### src/rtl/fetch_stage.sv
// Instruction-fetch stage: owns the PC, issues one-cycle-latency word reads and
// buffers returned instructions in a 2-entry queue so decode can stall safely.
module fetch_stage #(
   parameter int                AWIDTH   = 32,
   parameter int                DWIDTH   = 32,
   parameter logic [AWIDTH-1:0] BASEADDR = 32'h0100_0000
) (
   input  logic              clk,
   input  logic              rst,
   output logic              imem_req_o,
   output logic [AWIDTH-1:0] imem_addr_o,
   input  logic [DWIDTH-1:0] imem_rdata_i,
   input  logic              redirect_i,
   input  logic [AWIDTH-1:0] redirect_pc_i,
   input  logic              stall_i,
   output logic              valid_o,
   output logic [AWIDTH-1:0] pc_o,
   output logic [DWIDTH-1:0] insn_o
);

   localparam logic [DWIDTH-1:0] NOP = DWIDTH'(32'h0000_0013);

   logic [AWIDTH-1:0] pc_q;
   logic              inflight_q;
   logic [AWIDTH-1:0] inflight_pc_q;
   logic [1:0]        count_q;
   logic              rd_ptr_q;
   logic              wr_ptr_q;
   logic [AWIDTH-1:0] fifo_pc   [2];
   logic [DWIDTH-1:0] fifo_insn [2];

   logic              pop;
   logic              push;
   logic              issue;
   logic [2:0]        occ;
   logic [AWIDTH-1:0] target;

   always_comb begin
      valid_o = (count_q != 2'd0);
      pop     = valid_o && !stall_i;
      push    = inflight_q && !redirect_i;
      occ     = {1'b0, count_q} + {2'b00, inflight_q};
      target  = {redirect_pc_i[AWIDTH-1:2], 2'b00};
      // Outputs are gated by rst so they show reset values while it is held low.
      issue   = rst && (redirect_i || ((occ - {2'b00, pop}) < 3'd2));
      imem_req_o  = issue;
      imem_addr_o = (rst && redirect_i) ? target : pc_q;
      pc_o        = valid_o ? fifo_pc[rd_ptr_q]   : pc_q;
      insn_o      = valid_o ? fifo_insn[rd_ptr_q] : NOP;
   end

   always_ff @(posedge clk or negedge rst) begin
      if (!rst) begin
         pc_q       <= BASEADDR;
         inflight_q <= 1'b0;
         count_q    <= 2'd0;
         rd_ptr_q   <= 1'b0;
         wr_ptr_q   <= 1'b0;
      end else begin
         inflight_q <= issue;
         if (issue)
            pc_q <= imem_addr_o + AWIDTH'(4);
         if (redirect_i) begin
            count_q  <= 2'd0;
            rd_ptr_q <= 1'b0;
            wr_ptr_q <= 1'b0;
         end else begin
            count_q  <= count_q + 2'(push) - 2'(pop);
            rd_ptr_q <= rd_ptr_q ^ pop;
            wr_ptr_q <= wr_ptr_q ^ push;
         end
      end
   end

   // Queue payload and in-flight PC carry no reset; count/inflight qualify them.
   always_ff @(posedge clk) begin
      if (issue)
         inflight_pc_q <= imem_addr_o;
      if (push) begin
         fifo_pc[wr_ptr_q]   <= inflight_pc_q;
         fifo_insn[wr_ptr_q] <= imem_rdata_i;
      end
   end

endmodule

### config.mk
export PLATFORM = sky130hd
export DESIGN_NAME = fetch_stage
export DESIGN_NICKNAME = d
export VERILOG_FILES = /design/src/rtl/fetch_stage.sv
export SDC_FILE = /design/constraint.sdc
export NUM_CORES = 1
export LEC_CHECK = 0
export ABC_AREA = 1
export CAP_MARGIN = 20
export CORE_MARGIN = 2
export CORE_UTILIZATION = 44
export DETAILED_ROUTE_END_ITERATION = 8
export PLACE_DENSITY = 0.77
export SLEW_MARGIN = 20
export SYNTH_ARGS = -nofsm -noshare
export SYNTH_HDL_FRONTEND = slang
export SYNTH_SLANG_ARGS = --single-unit
### constraint.sdc
create_clock -name clk -period 7 [get_ports clk]
set_input_delay 2.1 -clock clk [delete_from_list [all_inputs] [get_ports clk]]
set_output_delay 2.1 -clock clk [all_outputs]
set_load 0.03 [all_outputs]
; Yosys cells after proc, flatten, opt, wreduce, memory -nomap -nowiden
; Memory sizes are Yosys's and may differ from the RTL's.
; Cells that the tools add are included.
[totals]
ff_bits = 69
mem_bits_rw = 128
in_bits = 68
output_inout_bits = 98
wordCells = 32
n_memories = 2
[op_classes]
addsub = 5
magnitude_cmp = 1
n_mux = 8
n_bitwise = 2
reduce_logical = 8
[memory_table]
columns = memory, words, width, rd, rd_clocked_by_memory_dff, write_ports, line
row1 = fifo_insn, 2, 32, 1, 0, 1, 30  ; logic [DWIDTH-1:0] fifo_insn [2];
row2 = fifo_pc, 2, 32, 1, 0, 1, 29  ; logic [AWIDTH-1:0] fifo_pc [2];
[ops]
columns = operator, n
row1 = $mux 32, 3
row2 = $add 32x3->32 const B, 1
row3 = $logic_and 1x1->1, 4
row4 = $mux 1, 4
row5 = $add 2x1->3, 1
row6 = $lt 3x2->1 const B, 1
row7 = $sub 3x1->3, 1
row8 = $add 2x1->2, 1
row9 = $logic_not 1->1, 2
row10 = $mux 2, 1
row11 = $reduce_bool 2->1, 1
row12 = $sub 2x1->2, 1
row13 = $xor 1x1->1, 2
row14 = $logic_or 1x1->1, 1

; Depth between registers and ports, before layout
; Gate-level depths: netlist of run 1.
[depth]
ltp_word = 6
depth_mapped = 16
ltp_nobuf = 14

; Least setup slack after synthesis of run 1
; OpenSTA, ideal clock, no wires.
[synth_timing]
path_kind = input -> output
startpoint = input stall_i
endpoint = output imem_req_o
arrival_ns = 4.130
t_required_ns = 4.900
path_slack_ns = 0.770
path_stages = 10
n_path_buf = 1
path_cell_list = nor2_1 -> inv_1 -> nor2_1 -> o21ai_0 -> fa_1 -> nand2_1 -> a21oi_1 -> o21ai_1 -> nand2_1 -> buf_2
[synth_between]
elab_chain_cells = 6
[synth_lines]
columns = element, line
row1 = start: declaration, 15  ; input logic stall_i,
row2 = $logic_not 1->1, 40  ; pop = valid_o && !stall_i;
row3 = $logic_and 1x1->1, 40
row4 = $sub 3x1->3, 45  ; issue = rst && (redirect_i || ((occ - {2'b00, pop}) < 3'd2));
row5 = $lt 3x2->1, 45
row6 = $logic_or 1x1->1, 45
row7 = $logic_and 1x1->1, 45
row8 = end: declaration, 10  ; output logic imem_req_o,
; No other way between the ends.

; Worst setup path after layout of run 1
; Ends and elaborated chain as after synthesis.

==> results of run 1 <==
## per-stage QoR
stage                     utilization (%)  std cells  setup WS (ps)  hold slack, ps  area, sq um
after floorplan                         -        847            770             421         8810
after global placement               54.7       1249            698             422        10700
after detailed placement             54.7       1249            670             431        10700
after CTS                            57.7       1281            670             446        11300
after global routing                 57.7       1281            497             452        11300
final                                57.7       1281            657             445        11300
## flip-flops by register name, summed over array words and instances, names as in the netlist
signal / count
rd_ptr_q: 1
pc_q: 32
wr_ptr_q: 1
inflight_q: 1
fifo_pc: 64
inflight_pc_q: 32
count_q: 2
fifo_insn: 64
## worst max-delay path: stages
cell	delay, ps
clkdlybuf4s50_1	430
nor2_1	220
inv_1	90
nor2_1	170
o21ai_0	140
fa_1	510
nand2_1	50
a21oi_1	120
o21ai_1	100
nand2_2	130
buf_4	180
## power by group through the flow
stage                     registers, mW  logic (mW)  clock network, mW
after floorplan                    1.83        1.56                  0
final                              1.85        2.53              0.974
after detailed placement           1.87        2.54                  0
after global placement             1.85        2.51                  0
after CTS                          1.85        2.55              0.994
after global routing               1.88        2.72               1.04
## final timing paths
| kind | startpoint | end | slack (ps) | cells after the start |
|---|---|---|---|---|
| setup / recovery | stall_i | imem_req_o | 660 | 11 |
| hold / removal | inflight_pc_q[26]$_DFFE_PP_ | fifo_pc[0][26]$_DFFE_PP_ | 440 | 0 |
| setup reg to reg | count_q[1]$_DFF_PN0_ | inflight_pc_q[2]$_DFFE_PP_ | 3550 | 12 |
| hold reg to reg | inflight_pc_q[26]$_DFFE_PP_ | fifo_pc[0][26]$_DFFE_PP_ | 440 | 0 |
| max in group asynchronous | rst | rd_ptr_q$_DFF_PN0_ | 4600 | 3 |
| min in group asynchronous | rst | pc_q[17]$_DFFE_PN0P_ | 1880 | 2 |
## cells by family after synthesis
group	count (synthesis)
compound gates	125
xor+xnor	6
flops	197
buf+inv	76
simple gates	438
fa+ha+maj	5
## routing by layer
| metal | wire [um] | up-vias | share of wire (%) | track usage (%) |
|---|---|---|---|---|
| li1 | - | 3174 | - | - |
| met1 | 9350 | 3126 | 44 | 26.4 |
| met2 | 10400 | 201 | 49 | 33.9 |
| met3 | 1440 | 17 | 6.7 | 5.11 |
| met4 | 232 | 0 | 1.1 | 4.61 |
| met5 | 0 | - | 0 | 0 |
## area by class of cell
cell class	instances	area, sq um
multi-input combinational	574	2760
sequential	197	5730
tap	265	332
inverter	39	146
clock inverter	9	129
fill	1698	8290
timing repair buffer	174	1730
clock buffer	23	458
## Yosys cell counts (all sizes together)
library cell and n:
a21oi 101, a22oi 3, a31oi 5, and2 1
buf 23, clkbuf 14, dfrtp 36, dfstp 1
edfxtp 160, fa 1, ha 4, inv 39
nand2 296, nand3 39, nand3b 8, nand4 3
nor2 90, o21ai 16, or2 1, xnor2 3
xor2 3
==> results.sh, run 1 <==
export IMPL_ys_seq_elements=197
export IMPL_synth_top_area_share_pct=54.5
export IMPL_dieArea_sq_um=21200
export IMPL_path_clk_slew_ps=70
export IMPL_cts_tree="done"
export IMPL_fin_crit_sh_pct=90.6
export IMPL_max_slew_margin_pct=32.9
export IMPL_grt_max_degree=67
export IMPL_hold_violations=0
export IMPL_drc=0
export IMPL_status="finished, final reports clean"
export IMPL_route_vias_total=6518
export IMPL_cts_sinks=197
export IMPL_hold_path_class="flip-flop to flip-flop"
export IMPL_cts_buffers=17
export IMPL_worst_skew_pair_late_latency_ps=420
export IMPL_synth_area_leaders="edfxtp_1 55%, nand2_1 11%, dfrtp_1 10%"
export IMPL_synthSimpleGateAreaFrac_pct=22.2
export IMPL_drt_total_wl_um=21500
export IMPL_coreArea_sq_um=19600
export IMPL_synth_distinct_cells=34
export IMPL_ant_nets=0
export IMPL_grt_overflow=0
export IMPL_p_comb_share_pct=47.3
export IMPL_synth_compound_area_share_pct=7.34
export IMPL_antenna_found_initial=0
export IMPL_seq_power_share_pct=34.5
export IMPL_dp_hpwl_um=13900
export IMPL_synthAdderAreaFrac_pct=0.795
export IMPL_grtUsageTotal_pct=20.1
export IMPL_synth_mux_area_share_pct=0
export IMPL_drt_iter0_drc=409
export IMPL_p_leak_nw=4.40
export IMPL_final_max_slew_viol_count=0
export IMPL_ir_drop_uv=235
export IMPL_die_x_um=146
export IMPL_final_setup_skew_ps=12.7
export IMPL_cts_buffer_depth=2
export IMPL_maxCapViolations=0
export IMPL_critPathRequiredTime_ps=4900
export IMPL_crit_arrival_ps=4240
export IMPL_grt_pass1_vias=6368
export IMPL_ys_seq_area_share_pct=65.0
export IMPL_fin_crit_ps=6340
export IMPL_pwr_share_clk_pct=18.2
export IMPL_fp_dieH_um=146
export IMPL_viasPerCell=5.09
export IMPL_wl_per_cell_um=16.8
export IMPL_fmax_mhz=158
export IMPL_netSwitchingFraction_pct=41.4
export IMPL_rsz0062_at_grt="no"
export IMPL_htree_levels=4
export IMPL_cp_max_fo=4
export IMPL_final_nets=1076
export IMPL_total_power_mw=5.35
export IMPL_ios=166
export IMPL_cts_setup_buffers=0
export IMPL_yosysTopAreaCell="edfxtp_1"
export IMPL_crit_type="input port to primary output"
export IMPL_synthesis_area_sq_um=8810
export IMPL_drt_pass1_iter_count=5
export IMPL_power_switching_mw=2.22
export IMPL_p_per_area_nw_per_um2=474
export IMPL_layout_common_cells="256 x nand2_1, 160 x edfxtp_1, 157 x clkdlybuf4s50_1"
export IMPL_rows=51
export IMPL_num_antenna_cells=0
export IMPL_cts_resized=0
export IMPL_synthCells=847
export IMPL_initial_core_util_pct=45.0
export IMPL_io_buffers=163
export IMPL_p_int_mw=3.14
export IMPL_cts_hold_buffers=0
export IMPL_root_buffer="clkbuf_16"
export IMPL_start_kind="input port"
export IMPL_synthXorXnorAreaFrac_pct=0.596
export IMPL_syn_to_final_growth_pct=28.2
export IMPL_tightestPinTransition_ps=1010
export IMPL_layout_commonest_cell="nand2_1"
export IMPL_crit_path_end_kind="primary output"
export IMPL_gp_congestion=0.853
export IMPL_fin_setup_tns_ps=0
export IMPL_drive_gt1_share_pct=11.3
export IMPL_syn_avg_cell_area_sq_um=10.4
export IMPL_synth_fp_nets=920
export IMPL_yosysWarnings=0
export IMPL_grt_pass1_wl_um=33500
export IMPL_setup_violations=0
export IMPL_synth_top_family_by_area="simple AND/OR/NAND/NOR gates"
Note: power is estimated with default switching activity, not from simulation.
==> run 2, diff against run 1 <==
--- a/config.mk
+++ b/config.mk
@@ -9,6 +9,7 @@
 export CAP_MARGIN = 20
 export CORE_MARGIN = 2
 export CORE_UTILIZATION = 44
+export CTS_CLUSTER_DIAMETER = 200
 export DETAILED_ROUTE_END_ITERATION = 8
 export PLACE_DENSITY = 0.77
 export SLEW_MARGIN = 20
==> results of run 2 <==
No change in the layout: final DEF, timing and power equal those of run 1.
